[src/rtl/uart_rx_buffered.sv]
// uart_rx_buffered: byte UART receiver (8N1, or 8E1 when UART_RX_PARITY_EN is
// defined). It has a 2-flop input synchronizer, mid-bit start validation and a
// stop-bit framing check. Each received byte goes into a one-entry holding
// register with a valid/ack handshake.
module uart_rx_buffered #(
  parameter int c_CYCLES_PER_BIT = 217
) (
  input  logic       i_CLK,
  input  logic       i_RESET_n,
  input  logic       i_SERIAL_DATA,
  input  logic       i_RX_ACK,
  output logic [7:0] o_DATA_RX,
  output logic       o_RX_DATA_VALID,
  output logic       o_FRAME_ERR,
  output logic       o_PARITY_ERR,
  output logic       o_OVERRUN,
  output logic       o_RX_BUSY
);
  localparam int N  = c_CYCLES_PER_BIT;
  localparam int H  = (N - 1) / 2;
  localparam int CW = $clog2(N);
  localparam logic [CW-1:0] CNT_LAST = CW'(N - 1);
  // START is entered on the detect edge, so the start resample lands H edges after entry
  localparam logic [CW-1:0] CNT_MID  = CW'(H - 1);

  typedef enum logic [2:0] {IDLE, START, DATA, PARITY, STOP, BRK} state_t;

  state_t          state, state_n;
  logic [CW-1:0]   cnt, cnt_n;
  logic [2:0]      idx, idx_n;
  logic [7:0]      shreg, shreg_n;
  logic            s1, s2, s;
  logic            deliver, ferr_n;
`ifdef UART_RX_PARITY_EN
  logic            par_bad, par_bad_n, perr_n;
`endif

  assign s         = s2;
  assign o_RX_BUSY = (state != IDLE);

  // two-flop synchronizer, idles high so reset never looks like a start bit
  always_ff @(posedge i_CLK or negedge i_RESET_n) begin
    if (!i_RESET_n) begin
      s1 <= 1'b1;
      s2 <= 1'b1;
    end else begin
      s1 <= i_SERIAL_DATA;
      s2 <= s1;
    end
  end

  // receive FSM state, bit timer, bit index and shift register
  always_ff @(posedge i_CLK or negedge i_RESET_n) begin
    if (!i_RESET_n) begin
      state <= IDLE;
      cnt   <= '0;
      idx   <= '0;
      shreg <= '0;
    end else begin
      state <= state_n;
      cnt   <= cnt_n;
      idx   <= idx_n;
      shreg <= shreg_n;
    end
  end

`ifdef UART_RX_PARITY_EN
  // latched parity verdict, consumed when the stop bit is sampled
  always_ff @(posedge i_CLK or negedge i_RESET_n) begin
    if (!i_RESET_n) par_bad <= 1'b0;
    else            par_bad <= par_bad_n;
  end
`endif

  // next-state logic: bit sampling, framing decisions and delivery request
  always_comb begin
    state_n = state;
    cnt_n   = cnt + 1'b1;
    idx_n   = idx;
    shreg_n = shreg;
    deliver = 1'b0;
    ferr_n  = 1'b0;
`ifdef UART_RX_PARITY_EN
    par_bad_n = par_bad;
    perr_n    = 1'b0;
`endif
    case (state)
      IDLE:  if (!s) state_n = START;
      START: if (cnt == CNT_MID) state_n = s ? IDLE : DATA;
      DATA: if (cnt == CNT_LAST) begin
        shreg_n[idx] = s;
        cnt_n        = '0;
        idx_n        = idx + 3'd1;
`ifdef UART_RX_PARITY_EN
        if (idx == 3'd7) state_n = PARITY;
`else
        if (idx == 3'd7) state_n = STOP;
`endif
      end
`ifdef UART_RX_PARITY_EN
      PARITY: if (cnt == CNT_LAST) begin
        par_bad_n = s ^ (^shreg);
        state_n   = STOP;
      end
`endif
      STOP: if (cnt == CNT_LAST) begin
`ifdef UART_RX_PARITY_EN
        perr_n  = par_bad;
        deliver = s & ~par_bad;
`else
        deliver = s;
`endif
        ferr_n  = ~s;
        state_n = s ? IDLE : BRK;
      end
      BRK:   if (s) state_n = IDLE;
      default: state_n = IDLE;
    endcase
    if (state_n != state) cnt_n = '0;
  end

  // holding register, handshake and one-cycle status pulses
  always_ff @(posedge i_CLK or negedge i_RESET_n) begin
    if (!i_RESET_n) begin
      o_DATA_RX       <= '0;
      o_RX_DATA_VALID <= 1'b0;
      o_FRAME_ERR     <= 1'b0;
      o_OVERRUN       <= 1'b0;
    end else begin
      o_FRAME_ERR <= ferr_n;
      o_OVERRUN   <= deliver & o_RX_DATA_VALID & ~i_RX_ACK;
      if (deliver && (!o_RX_DATA_VALID || i_RX_ACK)) begin
        o_DATA_RX       <= shreg;
        o_RX_DATA_VALID <= 1'b1;
      end else if (i_RX_ACK) begin
        o_RX_DATA_VALID <= 1'b0;
      end
    end
  end

`ifdef UART_RX_PARITY_EN
  // parity error pulse, aligned with the stop-bit decision
  always_ff @(posedge i_CLK or negedge i_RESET_n) begin
    if (!i_RESET_n) o_PARITY_ERR <= 1'b0;
    else            o_PARITY_ERR <= perr_n;
  end
`else
  assign o_PARITY_ERR = 1'b0;
`endif

endmodule

[config.mk]
export PLATFORM = sky130hd
export DESIGN_NAME = uart_rx_buffered
export DESIGN_NICKNAME = d
export VERILOG_FILES = /design/src/rtl/uart_rx_buffered.sv
export SDC_FILE = /design/constraint.sdc
export NUM_CORES = 1
export LEC_CHECK = 0
export ABC_AREA = 1
export CAP_MARGIN = 30
export CELL_PAD_IN_SITES_DETAIL_PLACEMENT = 2
export CELL_PAD_IN_SITES_GLOBAL_PLACEMENT = 2
export CORE_ASPECT_RATIO = 2
export CORE_MARGIN = 1.5
export CORE_UTILIZATION = 34
export DETAILED_ROUTE_END_ITERATION = 8
export PLACE_DENSITY_LB_ADDON = 0.1
export SYNTH_ARGS = -nofsm -noshare
export SYNTH_HDL_FRONTEND = slang
export SYNTH_SLANG_ARGS = --single-unit
[constraint.sdc]
create_clock -name i_CLK -period 1.97 [get_ports i_CLK]
set_input_delay 0.394 -clock i_CLK [delete_from_list [all_inputs] [get_ports i_CLK]]
set_output_delay 0.394 -clock i_CLK [all_outputs]
set_load 0.05 [all_outputs]
# Word-level counts from Yosys, hierarchy flattened
# Cells that the tools add are included.
# word_totals
reg_bits	35
latch_bits	0
ram_bits	0
romBits	0
in_bits	4
output_inout_bits	13
mem_count	0
# op_classes
n_addsub	2
multipliers	0
n_div	0
magnitude_cmp	2
eq_ne	8
n_shift	0
n_mux	21
bitwise	4
reduce_logical	8
# ops
cell	n
$mux 8	3
$mux 3	7
$pmux 3 s5	1
$eq 3x3->1 const B	3
$add 8x1->8 const B	1
$bwmux 8	1
$eq 8x7->1 const B	1
$eq 8x8->1 const B	1
$mux 1	7
$lt 3x4->1 const B	1
$add 3x1->3 const B	1
$demux 1 s3	1
$eq 3x1->1 const B	1
$eq 3x2->1 const B	1
$ge 3x1->1 const B	1
$logic_not 3->1	1
$ne 3x3->1	1
$reduce_bool 3->1	1
$and 1x1->1	2
$logic_and 1x1->1	2
$mux 2	1
$not 1->1	2
$reduce_and 2->1	1
$reduce_bool 2->1	1
other kinds (2)	2

# Longest topological paths before layout
# logic_depth
ltp_word	6
ltp_mapped	12
ltp_nobuf	12

# Least setup slack after synthesis
# OpenSTA, ideal clock, no wires.
# synth_timing
kind	register to register
startpoint	register cnt[0]
endpoint	register o_DATA_RX[5]
arrival_time_ps	1387
required_time_ps	1850
setup_slack_ps	464
path_stages_with_launch	11
path_buffers	1
path_cell_list	dfrtp_1 > inv_1 > ha_1 > nand2_1 > nor2_1 > nand3_2 > nor2_4 > nand2_1 > buf_6 > nand2_1 > o21ai_2
# synth_between
elab_chain_len	4
# synth_rtl
item	line_no	text
start: declaration	29	logic [CW-1:0] cnt, cnt_n;
start signal: assignment	61	cnt <= cnt_n;
$eq 8x8->1	106	STOP: if (cnt == CNT_LAST) begin
$mux 1	106	
$mux 1	87	case (state)
$logic_and 1x1->1	132	if (deliver && (!o_RX_DATA_VALID || i_RX_ACK)) begin
end signal: assignment	133	o_DATA_RX <= shreg;
end: declaration	12	output logic [7:0] o_DATA_RX,
# Every way passes these cells.
# A chain may end at the register's enable or synchronous reset.

# Worst setup path after layout
# layout_timing
startpoint	register o_RX_DATA_VALID
endpoint	output port o_RX_DATA_VALID
# layout_lines
item	line_no	text
start: declaration	13	output logic o_RX_DATA_VALID,
start signal: assignment	126	o_RX_DATA_VALID <= 1'b0;
start signal: assignment	134	o_RX_DATA_VALID <= 1'b1;
start signal: assignment	136	o_RX_DATA_VALID <= 1'b0;
# No word-level cell between the ends.

==> flow_metrics.tcl <==
set metrics [dict create \
    relSlewSlack_pct 65.6 \
    avgSynthCellArea_sq_um 8.40 \
    postCtsSetupBuffers 0 \
    clk_pin_slew_worst_paths_ns 0.07 \
    multiInputGateArea_sq_um 739 \
    vias 1462 \
    drt-initial-drc-count 18 \
    cts_buffer_depth 2 \
    final_cell_area_sq_um 2070 \
    fp-row-count 36 \
    finalCriticalPeriod_ns 1.86 \
    drc 0 \
    setup_slack_ns 0.114 \
    p_leak_nw 1.06 \
    worst_r2r_endpoint "o_DATA_RX[7]$_DFFE_PN0P_" \
    synth_top_family_by_area "simple AND/OR/NAND/NOR gates" \
    swShare_pct 20.1 \
    grt_max_degree 36 \
    io_buffer_count 15 \
    die_h_um 104 \
    synth_top_area_share_pct 47.5 \
    p_comb_share_pct 2.1 \
    crit_family "buffers and inverters" \
    finalClockSkew_ns 0.00427 \
    worst_pin_slew_ns 0.515 \
    drt_first_pass_iters 4 \
    ctsHtreeMaxLevel 2 \
    grt_antenna_before_repair 0 \
    holdPathEnd "s$_DFF_PN1_" \
    drt-wirelength-per-cell_um 15.5 \
    synthSimpleGateAreaFrac_pct 31.9 \
    switchingPower_mw 0.287 \
    ys.flop_type "dfrtp_1" \
    synth_area_leaders "dfrtp_1, nand2_1, nor2_1" \
    synth_common_cells "nand2_1, dfrtp_1, nor2_1, inv_1, nand3_1" \
    dp_hpwl_um 3660 \
    clk_latency_ns 0.29 \
    synthMuxAreaShare_pct 0 \
    grt_pass1_vias 1684 \
    start_kind "register" \
    cp_slowest_stage_delay_ns 0.82 \
    cts_sinks 35 \
    io_pins 17 \
    min_path_type "register to register" \
    status "finished, final reports clean" \
    place.gp.congestion 0.795 \
    ff2ff_setup_slack_ns 0.26 \
    routed_wl_um 4460 \
    pre_cts_ws_ns 0.0917 \
    synth_compound_area_share_pct 6.33 \
    routed_via_density 5.09 \
    post_synth_num_cell_types 30 \
    placed_area_sq_um 1950 \
    cts-hold-fix-buffers 0 \
    crit_buf_inv 1 \
    regArea_sq_um 878 \
    postSynthCellCount 207 \
    crit_path_top_delay_cell "clkdlybuf4s50_1" \
    grtUsageTotal_pct 18.9 \
    finish.utilization_pct 42.3 \
    reg2reg_depth 9 \
    cts_root_buf "clkbuf_8" \
    ys_ff_latch 35 \
    path_max_fanout 2 \
    syn_to_final_growth_pct 19.3 \
    hp-start "s1$_DFF_PN1_" \
    cp_data_arrival_time_ns 1.46 \
    layout-drive-gt1-share_pct 14.3 \
    cp.required_ns 1.58 \
    postRouteAntennaNets 0 \
    tns_ns 0 \
    yosys.area.top_type "dfrtp_1" \
    internal_power_mw 1.14 \
    maxSlewViolCount 0 \
    nFillCells 560 \
    synthAdderAreaFrac_pct 2.88 \
    async_flop_share_pct 100 \
    min_period_over_period_pct 94.2 \
    hold_violations 0 \
    power_density_nw_per_um2 687 \
    yosysMostFrequentCell "nand2_1" \
    grt_pass1_wl_um 7690 \
    synth-edff-count 0 \
    end_kind "primary output" \
    dieArea_sq_um 5580 \
    n_antenna_cell 0 \
    power.total_mw 1.43 \
    clockPowerShare_pct 47.1 \
    grt-ovfl-total 0 \
    cts-resized-gates 0 \
    netlist_area_sq_um 1740 \
    drv_cap 0 \
    reg2reg_from "cnt[0]$_DFF_PN0_" \
    die_w_um 53.6 \
    synth_nets 215 \
    path_class "register to primary output" \
    core_sq_um 4910 \
    yosys_warnings 0 \
    synthXorXnorAreaFrac_pct 1.01 \
    rsz0062_at_grt "false" \
    fmax_ghz 0.539 \
    nets 237 \
    p_seq_share_pct 50.9 \
    ir_drop_uv 455 \
    cts_tree "built" \
    start_util_pct 35.4 \
    whs_path_depth 0 \
    setup_viol 0 \
    crit_chain "clkdlybuf4s50_1" \
    cts_buffers 5 \
    seq_area_frac_synth_pct 50.5 \
]
cell type report:
class | instances | share of cell area, %
Inverter | 28 | 5.07
Multi-Input combinational cell | 142 | 35.6
Timing Repair Buffer | 17 | 7.84
Sequential cell | 35 | 42.3
Tap cell | 57 | 3.44
Clock buffer | 6 | 3.98
Clock inverter | 2 | 1.69
sequential cells by signal, indices dropped and copies added (netlist names):
register / flops
o_FRAME_ERR: 1
cnt: 8
shreg: 8
o_RX_DATA_VALID: 1
o_OVERRUN: 1
s: 1
o_DATA_RX: 8
idx: 3
s1: 1
state: 3
power groups by stage:
stage	Combinational (mW)	Clock (mW)	Sequential (mW)
2_1_floorplan	0.00839	0	0.738
3_3_place_gp	0.0298	0	0.739
3_5_place_dp	0.0303	0	0.739
4_1_cts	0.0305	0.694	0.725
5_1_grt	0.0336	0.719	0.725
6_report	0.0292	0.671	0.725
worst reg2reg max path: cells and delay by family (launching register included):
family	cells	cell delay [ns]
fa+ha+maj	1	0.15
simple gates	7	0.97
flops	1	0.40
buf+inv	1	0.09
kinds of logic after synthesis:
group	Yosys count
XOR/XNOR	2
AND/OR/NAND/NOR	117
adder cells (fa/ha/maj)	4
buffers and inverters	30
flip-flops	35
other	1
AO/OA/AOI/OAI	18
cell usage in the layout (no fill, tap or decap):
master	count
or2_2	1
o21ai_0	7
clkdlybuf4s50_1	14
clkbuf_8	6
bufinv_16	1
a31o_2	1
nand3_1	19
nand3_4	1
nand2_4	2
nor3_1	1
inv_1	25
dfstp_2	2
nand2_2	2
o21bai_1	1
nor2_4	3
nor2_2	2
dfrtp_1	33
buf_4	3
xor2_1	2
ha_1	4
a211o_1	1
nand3b_1	1
inv_2	3
a22oi_1	1
nand2_1	53
nand3_2	3
conb_1	1
nor2_1	26
clkinv_2	1
o21ai_2	2
nand4_1	3
a21oi_1	3
o21ai_1	2
metrics by stage:
| stage | hold WS (ns) | cells |
|---|---|---|
| after floorplan | 0.0984 | 207 |
| after global placement | 0.346 | 279 |
| after detailed placement | 0.350 | 279 |
| after CTS | 0.360 | 287 |
| after global routing | 0.361 | 287 |
| final | 0.358 | 287 |
worst max-delay path by stage:
stage                                start  slack [ns]  cells past startpoint                  endpoint
6_report       o_RX_DATA_VALID$_DFFE_PN0P_        0.11                      1           o_RX_DATA_VALID
5_1_grt                   cnt[0]$_DFF_PN0_        0.03                     11      shreg[4]$_DFFE_PN0P_
4_1_cts                   cnt[0]$_DFF_PN0_        0.05                      9  o_DATA_RX[7]$_DFFE_PN0P_
3_5_place_dp              cnt[0]$_DFF_PN0_        0.09                      9  o_DATA_RX[7]$_DFFE_PN0P_
3_3_place_gp              cnt[0]$_DFF_PN0_        0.24                      9  o_DATA_RX[3]$_DFFE_PN0P_
2_1_floorplan             cnt[0]$_DFF_PN0_        0.46                     10  o_DATA_RX[5]$_DFFE_PN0P_
per-layer routing:
metal	track usage, %	routed length (um)
met1	15.9	1400
met2	38.3	2890
met3	3.45	80
met4	7.69	89
met5	0	0
Note: power is estimated with default switching activity, not from simulation.
